--- src/rtl/alu_bist_core_if.sv ---
`timescale 1ns/1ps
// Signal bundle between the system controller (master) and alu_bist_core (slave).
// pass/fail exist only when BIST_SIG_CHECK_EN is defined.
interface alu_bist_core_if;
    logic       start;
    logic [7:0] func_a;
    logic [7:0] func_b;
    logic [2:0] func_op;
    logic [7:0] alu_result;
    logic       alu_carry;
    logic       mode;
    logic       load;
    logic       capture;
    logic       done;
    logic [7:0] lfsr_out;
    logic [7:0] signature;
`ifdef BIST_SIG_CHECK_EN
    logic       pass;
    logic       fail;

    modport master (
        output start, func_a, func_b, func_op,
        input  alu_result, alu_carry, mode, load, capture, done, lfsr_out, signature,
        input  pass, fail
    );

    modport slave (
        input  start, func_a, func_b, func_op,
        output alu_result, alu_carry, mode, load, capture, done, lfsr_out, signature,
        output pass, fail
    );
`else
    modport master (
        output start, func_a, func_b, func_op,
        input  alu_result, alu_carry, mode, load, capture, done, lfsr_out, signature
    );

    modport slave (
        input  start, func_a, func_b, func_op,
        output alu_result, alu_carry, mode, load, capture, done, lfsr_out, signature
    );
`endif
endinterface

--- src/rtl/alu_bist_core.sv ---
`timescale 1ns/1ps
// 8-bit ALU slice with built-in self test (pattern LFSR, MISR, controller FSM).
// Optional signature compare with pass/fail outputs: define BIST_SIG_CHECK_EN.
//
// state   | meaning
// --------+-----------------------------------------------------------
// ST_IDLE | mission mode, all control outputs low, waits for start
// ST_LOAD | one cycle: seed LFSR, clear MISR, clear capture counter
// ST_RUN  | capture PATTERN_COUNT patterns into the MISR
// ST_DONE | signature frozen, done high; start relaunches the test
module alu_bist_core #(
    parameter logic [7:0] SEED          = 8'hAA,
    parameter logic [7:0] TEST_B        = 8'h0F,
    parameter logic [2:0] TEST_OP       = 3'b000,
    parameter int         PATTERN_COUNT = 16,
    parameter logic [7:0] GOLDEN_SIG    = 8'h00
) (
    input  logic           clk,
    input  logic           rst,
    alu_bist_core_if.slave bus
);

    // An all-zero seed would lock the LFSR, so it is promoted to 1.
    localparam logic [7:0] SEED_EFF = (SEED == 8'h00) ? 8'h01 : SEED;
    localparam logic [7:0] LAST_CNT = 8'(PATTERN_COUNT - 1);

    typedef enum logic [1:0] {
        ST_IDLE = 2'd0,
        ST_LOAD = 2'd1,
        ST_RUN  = 2'd2,
        ST_DONE = 2'd3
    } state_t;

    state_t     state_q, state_d;
    logic [7:0] cnt_q, cnt_d;
    logic [7:0] lfsr_q, lfsr_d;
    logic [7:0] misr_q, misr_d;

    logic       mode_s, load_s, capture_s, done_s;
    logic [7:0] alu_a, alu_b;
    logic [2:0] alu_op;
    logic [7:0] alu_res;
    logic       alu_c;

    always_ff @(posedge clk or negedge rst) begin
        if (!rst) begin
            state_q <= ST_IDLE;
            cnt_q   <= 8'h00;
            lfsr_q  <= SEED_EFF;
            misr_q  <= 8'h00;
        end else begin
            state_q <= state_d;
            cnt_q   <= cnt_d;
            lfsr_q  <= lfsr_d;
            misr_q  <= misr_d;
        end
    end

    always_comb begin
        state_d = state_q;
        cnt_d   = cnt_q;
        case (state_q)
            ST_IDLE: if (bus.start) state_d = ST_LOAD;
            ST_LOAD: begin
                cnt_d   = 8'h00;
                state_d = ST_RUN;
            end
            ST_RUN: begin
                cnt_d = cnt_q + 8'h01;
                if (cnt_q == LAST_CNT) state_d = ST_DONE;
            end
            ST_DONE: if (bus.start) state_d = ST_LOAD;
            default: state_d = ST_IDLE;
        endcase
    end

    always_comb begin
        mode_s    = 1'b0;
        load_s    = 1'b0;
        capture_s = 1'b0;
        done_s    = 1'b0;
        case (state_q)
            ST_LOAD: begin
                mode_s = 1'b1;
                load_s = 1'b1;
            end
            ST_RUN: begin
                mode_s    = 1'b1;
                capture_s = 1'b1;
            end
            ST_DONE: done_s = 1'b1;
            default: ;
        endcase
    end

    // Both registers use x^8+x^6+x^5+x^4+1; the MISR also folds in the ALU result.
    always_comb begin
        lfsr_d = lfsr_q;
        misr_d = misr_q;
        if (load_s) begin
            lfsr_d = SEED_EFF;
            misr_d = 8'h00;
        end else if (capture_s) begin
            lfsr_d = {lfsr_q[6:0], lfsr_q[7] ^ lfsr_q[5] ^ lfsr_q[4] ^ lfsr_q[3]};
            misr_d = {misr_q[6:0], misr_q[7] ^ misr_q[5] ^ misr_q[4] ^ misr_q[3]} ^ alu_res;
        end
    end

    always_comb begin
        alu_a  = mode_s ? lfsr_q  : bus.func_a;
        alu_b  = mode_s ? TEST_B  : bus.func_b;
        alu_op = mode_s ? TEST_OP : bus.func_op;
    end

    always_comb begin
        alu_res = 8'h00;
        alu_c   = 1'b0;
        case (alu_op)
            3'b000: {alu_c, alu_res} = {1'b0, alu_a} + {1'b0, alu_b};
            3'b001: {alu_c, alu_res} = {1'b0, alu_a} - {1'b0, alu_b};
            3'b010: alu_res = alu_a & alu_b;
            3'b011: alu_res = alu_a | alu_b;
            3'b100: alu_res = alu_a ^ alu_b;
            3'b101: alu_res = ~alu_a;
            3'b110: begin
                alu_res = {alu_a[6:0], 1'b0};
                alu_c   = alu_a[7];
            end
            3'b111: begin
                alu_res = {1'b0, alu_a[7:1]};
                alu_c   = alu_a[0];
            end
            default: ;
        endcase
    end

    assign bus.alu_result = alu_res;
    assign bus.alu_carry  = alu_c;
    assign bus.mode       = mode_s;
    assign bus.load       = load_s;
    assign bus.capture    = capture_s;
    assign bus.done       = done_s;
    assign bus.lfsr_out   = lfsr_q;
    assign bus.signature  = misr_q;

`ifdef BIST_SIG_CHECK_EN
    assign bus.pass = done_s & (misr_q == GOLDEN_SIG);
    assign bus.fail = done_s & (misr_q != GOLDEN_SIG);
`endif

endmodule

--- src/flat_wrapper.sv ---
// flat-port wrapper written by rule: the top's interface ports become plain ports
module alu_bist_core_flat 
#(
    parameter logic [7:0] SEED          = 8'hAA,
    parameter logic [7:0] TEST_B        = 8'h0F,
    parameter logic [2:0] TEST_OP       = 3'b000,
    parameter int         PATTERN_COUNT = 16,
    parameter logic [7:0] GOLDEN_SIG    = 8'h00
)
  (clk, rst, bus_start, bus_func_a, bus_func_b, bus_func_op, bus_alu_result, bus_alu_carry, bus_mode, bus_load, bus_capture, bus_done, bus_lfsr_out, bus_signature);
  alu_bist_core_if bus_i ();
  input  logic clk;
  input  logic rst;
  input wire logic [$bits(bus_i.start)-1:0] bus_start;
  input wire logic [$bits(bus_i.func_a)-1:0] bus_func_a;
  input wire logic [$bits(bus_i.func_b)-1:0] bus_func_b;
  input wire logic [$bits(bus_i.func_op)-1:0] bus_func_op;
  output wire logic [$bits(bus_i.alu_result)-1:0] bus_alu_result;
  output wire logic [$bits(bus_i.alu_carry)-1:0] bus_alu_carry;
  output wire logic [$bits(bus_i.mode)-1:0] bus_mode;
  output wire logic [$bits(bus_i.load)-1:0] bus_load;
  output wire logic [$bits(bus_i.capture)-1:0] bus_capture;
  output wire logic [$bits(bus_i.done)-1:0] bus_done;
  output wire logic [$bits(bus_i.lfsr_out)-1:0] bus_lfsr_out;
  output wire logic [$bits(bus_i.signature)-1:0] bus_signature;
  assign bus_i.start = bus_start;
  assign bus_i.func_a = bus_func_a;
  assign bus_i.func_b = bus_func_b;
  assign bus_i.func_op = bus_func_op;
  assign bus_alu_result = bus_i.alu_result;
  assign bus_alu_carry = bus_i.alu_carry;
  assign bus_mode = bus_i.mode;
  assign bus_load = bus_i.load;
  assign bus_capture = bus_i.capture;
  assign bus_done = bus_i.done;
  assign bus_lfsr_out = bus_i.lfsr_out;
  assign bus_signature = bus_i.signature;
  alu_bist_core #(.SEED(SEED), .TEST_B(TEST_B), .TEST_OP(TEST_OP), .PATTERN_COUNT(PATTERN_COUNT), .GOLDEN_SIG(GOLDEN_SIG)) u_core (.clk(clk), .rst(rst), .bus(bus_i));
endmodule
--- config.mk ---
export PLATFORM = sky130hd
export DESIGN_NAME = alu_bist_core_flat
export DESIGN_NICKNAME = d
export VERILOG_FILES = /design/src/rtl/alu_bist_core_if.sv /design/src/rtl/alu_bist_core.sv /design/src/flat_wrapper.sv
export SDC_FILE = /design/constraint.sdc
export NUM_CORES = 1
export LEC_CHECK = 0
export CAP_MARGIN = 20
export CORE_UTILIZATION = 55
export DETAILED_ROUTE_END_ITERATION = 8
export PLACE_DENSITY = 0.91
export SETUP_SLACK_MARGIN = 0.2
export SYNTH_ARGS = -nofsm -noshare
export SYNTH_HDL_FRONTEND = slang
export SYNTH_SLANG_ARGS = --single-unit
--- constraint.sdc ---
create_clock -name clk -period 5.03 [get_ports clk]
set_input_delay 1.006 -clock clk [delete_from_list [all_inputs] [get_ports clk]]
set_output_delay 1.006 -clock clk [all_outputs]
set_load 0.02 [all_outputs]
==> results of run 1 <==
## sequential cells by signal (all words and copies together), names as in the netlist
register and flops:
u_core.bus.lfsr_out 8, u_core.bus.signature 8, u_core.cnt_q 8, u_core.state_q 2
## worst min-delay path: stages (launching register included)
cell     delay [ps]
dfstp_2         390
nand2_1          50
o21ai_0          70
## worst paths after layout
kind / start / end / cells after the start
min in group asynchronous: rst / u_core.bus.signature[0]$_DFFE_PN0P_ / 1
hold reg to reg: u_core.bus.lfsr_out[1]$_DFFE_PN1P_ / u_core.bus.lfsr_out[1]$_DFFE_PN1P_ / 2
setup / recovery: bus_func_a[0] / bus_alu_result[6] / 13
setup reg to reg: u_core.state_q[0]$_DFFE_PN0P_ / u_core.bus.signature[5]$_DFFE_PN0P_ / 11
hold / removal: u_core.bus.lfsr_out[1]$_DFFE_PN1P_ / u_core.bus.lfsr_out[1]$_DFFE_PN1P_ / 2
max in group asynchronous: rst / u_core.bus.lfsr_out[7]$_DFFE_PN1P_ / 2
## area by class of cell
type	instances	area (um^2)
Fill cell	432	1360
Tap cell	70	87.6
Clock buffer	4	55.1
Multi-Input combinational cell	309	2210
Sequential cell	26	657
Inverter	28	105
Timing Repair Buffer	83	764
## layout by cell type, fill, tap and decap left out, drive strengths merged, types with 5 or more instances in the layout
| cell type | netlist | final |
|---|---|---|
| a211oi | 6 | 6 |
| buf | 14 | 33 |
| o21a | 5 | 5 |
| ha | 29 | 29 |
| xnor2 | 9 | 9 |
| mux2 | 7 | 7 |
| mux2i | 6 | 6 |
| nor3b | 6 | 6 |
| nor3 | 9 | 9 |
| o311ai | 5 | 5 |
| a21oi | 19 | 19 |
| nor2b | 10 | 10 |
| inv | 28 | 28 |
| o21ai | 22 | 22 |
| nand2 | 47 | 47 |
| clkdlybuf4s50 | 0 | 43 |
| clkbuf | 8 | 7 |
| nand3 | 9 | 9 |
| dfrtp | 22 | 22 |
| nor2 | 24 | 24 |
| a22o | 5 | 5 |
| nand2b | 18 | 18 |
## metrics by stage
stage / hold slack (ps) / cells / utilization / setup TNS [ps] / worst slack, ps
final: 505 / 520 / 0.740 / 0 / 317
after global routing: 553 / 520 / 0.740 / 0 / 162
after CTS: 497 / 520 / 0.741 / 0 / 206
after detailed placement: 483 / 516 / 0.729 / -62.1 / -62.1
after global placement: 476 / 515 / 0.724 / -28.3 / -28.3
after floorplan: 476 / 385 / - / 0 / 396
## routing by layer
layer	vias up	GRT usage
li1	1511	-
met1	1480	0.415
met2	111	0.552
met3	26	0.0321
met4	0	0.137
met5	-	0
## what timing repair did
item                                   4_1_cts  5_1_grt
pin swaps                                    0        0
setup endpoints to repair                    7        5
endpoints found under the hold margin        0        0
resized for setup                            8       12
## kinds of logic (layout without fill, tap and decap cells)
family	after synthesis	in the layout	synth area share
AOI/OAI and AO/OA	101	101	0.235
xor gates and xnor gates	12	12	0.0343
adders and majority gates	31	31	0.131
buffers and inverters	50	115	0.0730
DFF	26	26	0.214
muxes	13	13	0.0453
and+or+nand+nor	152	152	0.267
==> impl_metrics.tcl, run 1 <==
set metrics [dict create \
    slowest_delay_ps 500 \
    slew_viol_final 0 \
    synth_nets 438 \
    status "finished clean" \
    crit_fanout 3 \
    fmax_mhz 212 \
    ant_nets 0 \
    path_clk_slew_ps 90 \
    skew_ps 1.35 \
    wl_met3_um 393 \
    cp.buffers_inverters 4 \
    design.core.area_um2 5240 \
    syn_area_um2 3070 \
    r2r_setup_slack_ps 1620 \
    drc 0 \
    drt-wirelength-per-cell_um 17.2 \
    ios 51 \
    grt_max_degree 26 \
    synthTopCellsByArea "dfrtp_1 (18%), ha_1 (12%), nand2_1 (5.8%)" \
    first_pass_iters 5 \
    syn_avg_cell_area_um2 7.97 \
    hp-class "reg2reg" \
    wl_met1_um 3970 \
    crit_path_cell_trace "clkdlybuf4s50_1 -> mux2i_2 -> inv_1 -> ha_1 -> inv_1 -> fa_1 -> nand2b_1 -> a211oi_1 -> o21ai_0 -> nand2_1 -> nor3_1 -> a211oi_1 -> clkbuf_2" \
    worst-setup-path-type "in2out" \
    finalCriticalPeriod_ps 4710 \
    start_util 0.586 \
    syn_to_final_growth_pct 26.4 \
    clkSinkCount 26 \
    tightest_slew_ps 620 \
    arrival_ps 3710 \
    maxCapViolCount 0 \
    top_layer "met4" \
    async_flop_share 1.00 \
    ys_top_cells_by_count "nand2_1 (47), ha_1 (29), inv_1 (28)" \
    yosysTopAreaCellShare 0.180 \
    cpMaxStageDelayCell "clkdlybuf4s50_1" \
    num_antenna_cells 0 \
    synth_cell_types 68 \
    first_global_vias 3173 \
    period_share 0.937 \
    drtIter0Drc 168 \
    worstSetupStartpointType "input port" \
    gp_congestion 0.913 \
    cts_tree "done" \
    ys_ff_latch 26 \
    gr-total-overflow 0 \
    fin_area_um2 3870 \
    hold_violations 0 \
    synth.largest_area_cell "dfrtp_1" \
    drt_wl_total_um 8930 \
    ys.warnings.count 0 \
    rsz0062_at_grt "true" \
    cts_buffers 3 \
    grt_pass1_wl_um 15200 \
    htreeDepth 1 \
    port_buffers 50 \
    clockBufferDepth 2 \
    grt_usage 0.324 \
    die_h_um 76.7 \
    synth_ff_type "dfrtp_1" \
    post-synth-top-count-cell "nand2_1" \
    setup_violations 0 \
    drive_gt1_frac 0.151 \
    crit_family "buffers and inverters" \
    synth_edf_count 0 \
    required_ps 4020 \
    antenna_found_initial 0 \
    viasPerCell 6.02 \
    worstSkewPairLatency_ps 270 \
    post_cts_buffers 0 \
    dpl_cell_area_um2 3820 \
    relSlewSlack 0.585 \
    synthCells 385 \
    synth-seq-area-share 0.214 \
    dieArea_um2 5880 \
    rows 26 \
    layout.nets 504 \
    end_kind "output pin" \
    hpwl_um 7100 \
    cts.hold.buffers_added 0 \
    cts_root_buf "clkbuf_8" \
    dr_wl_met2_um 4260 \
    vias 3128 \
    die_x_um 76.7 \
]
Power of run 1 is left out: the tool's default activity adds up to more than one toggle a clock period on the data nets, which glitch-free logic cannot reach.
==> run 2: changes to the inputs <==
- CAP_MARGIN: 20 -> 30
==> results of run 2 <==
Same layout as run 1: the final DEF is identical, and so are final timing and power.
Power of run 2 is left out for the same reason.
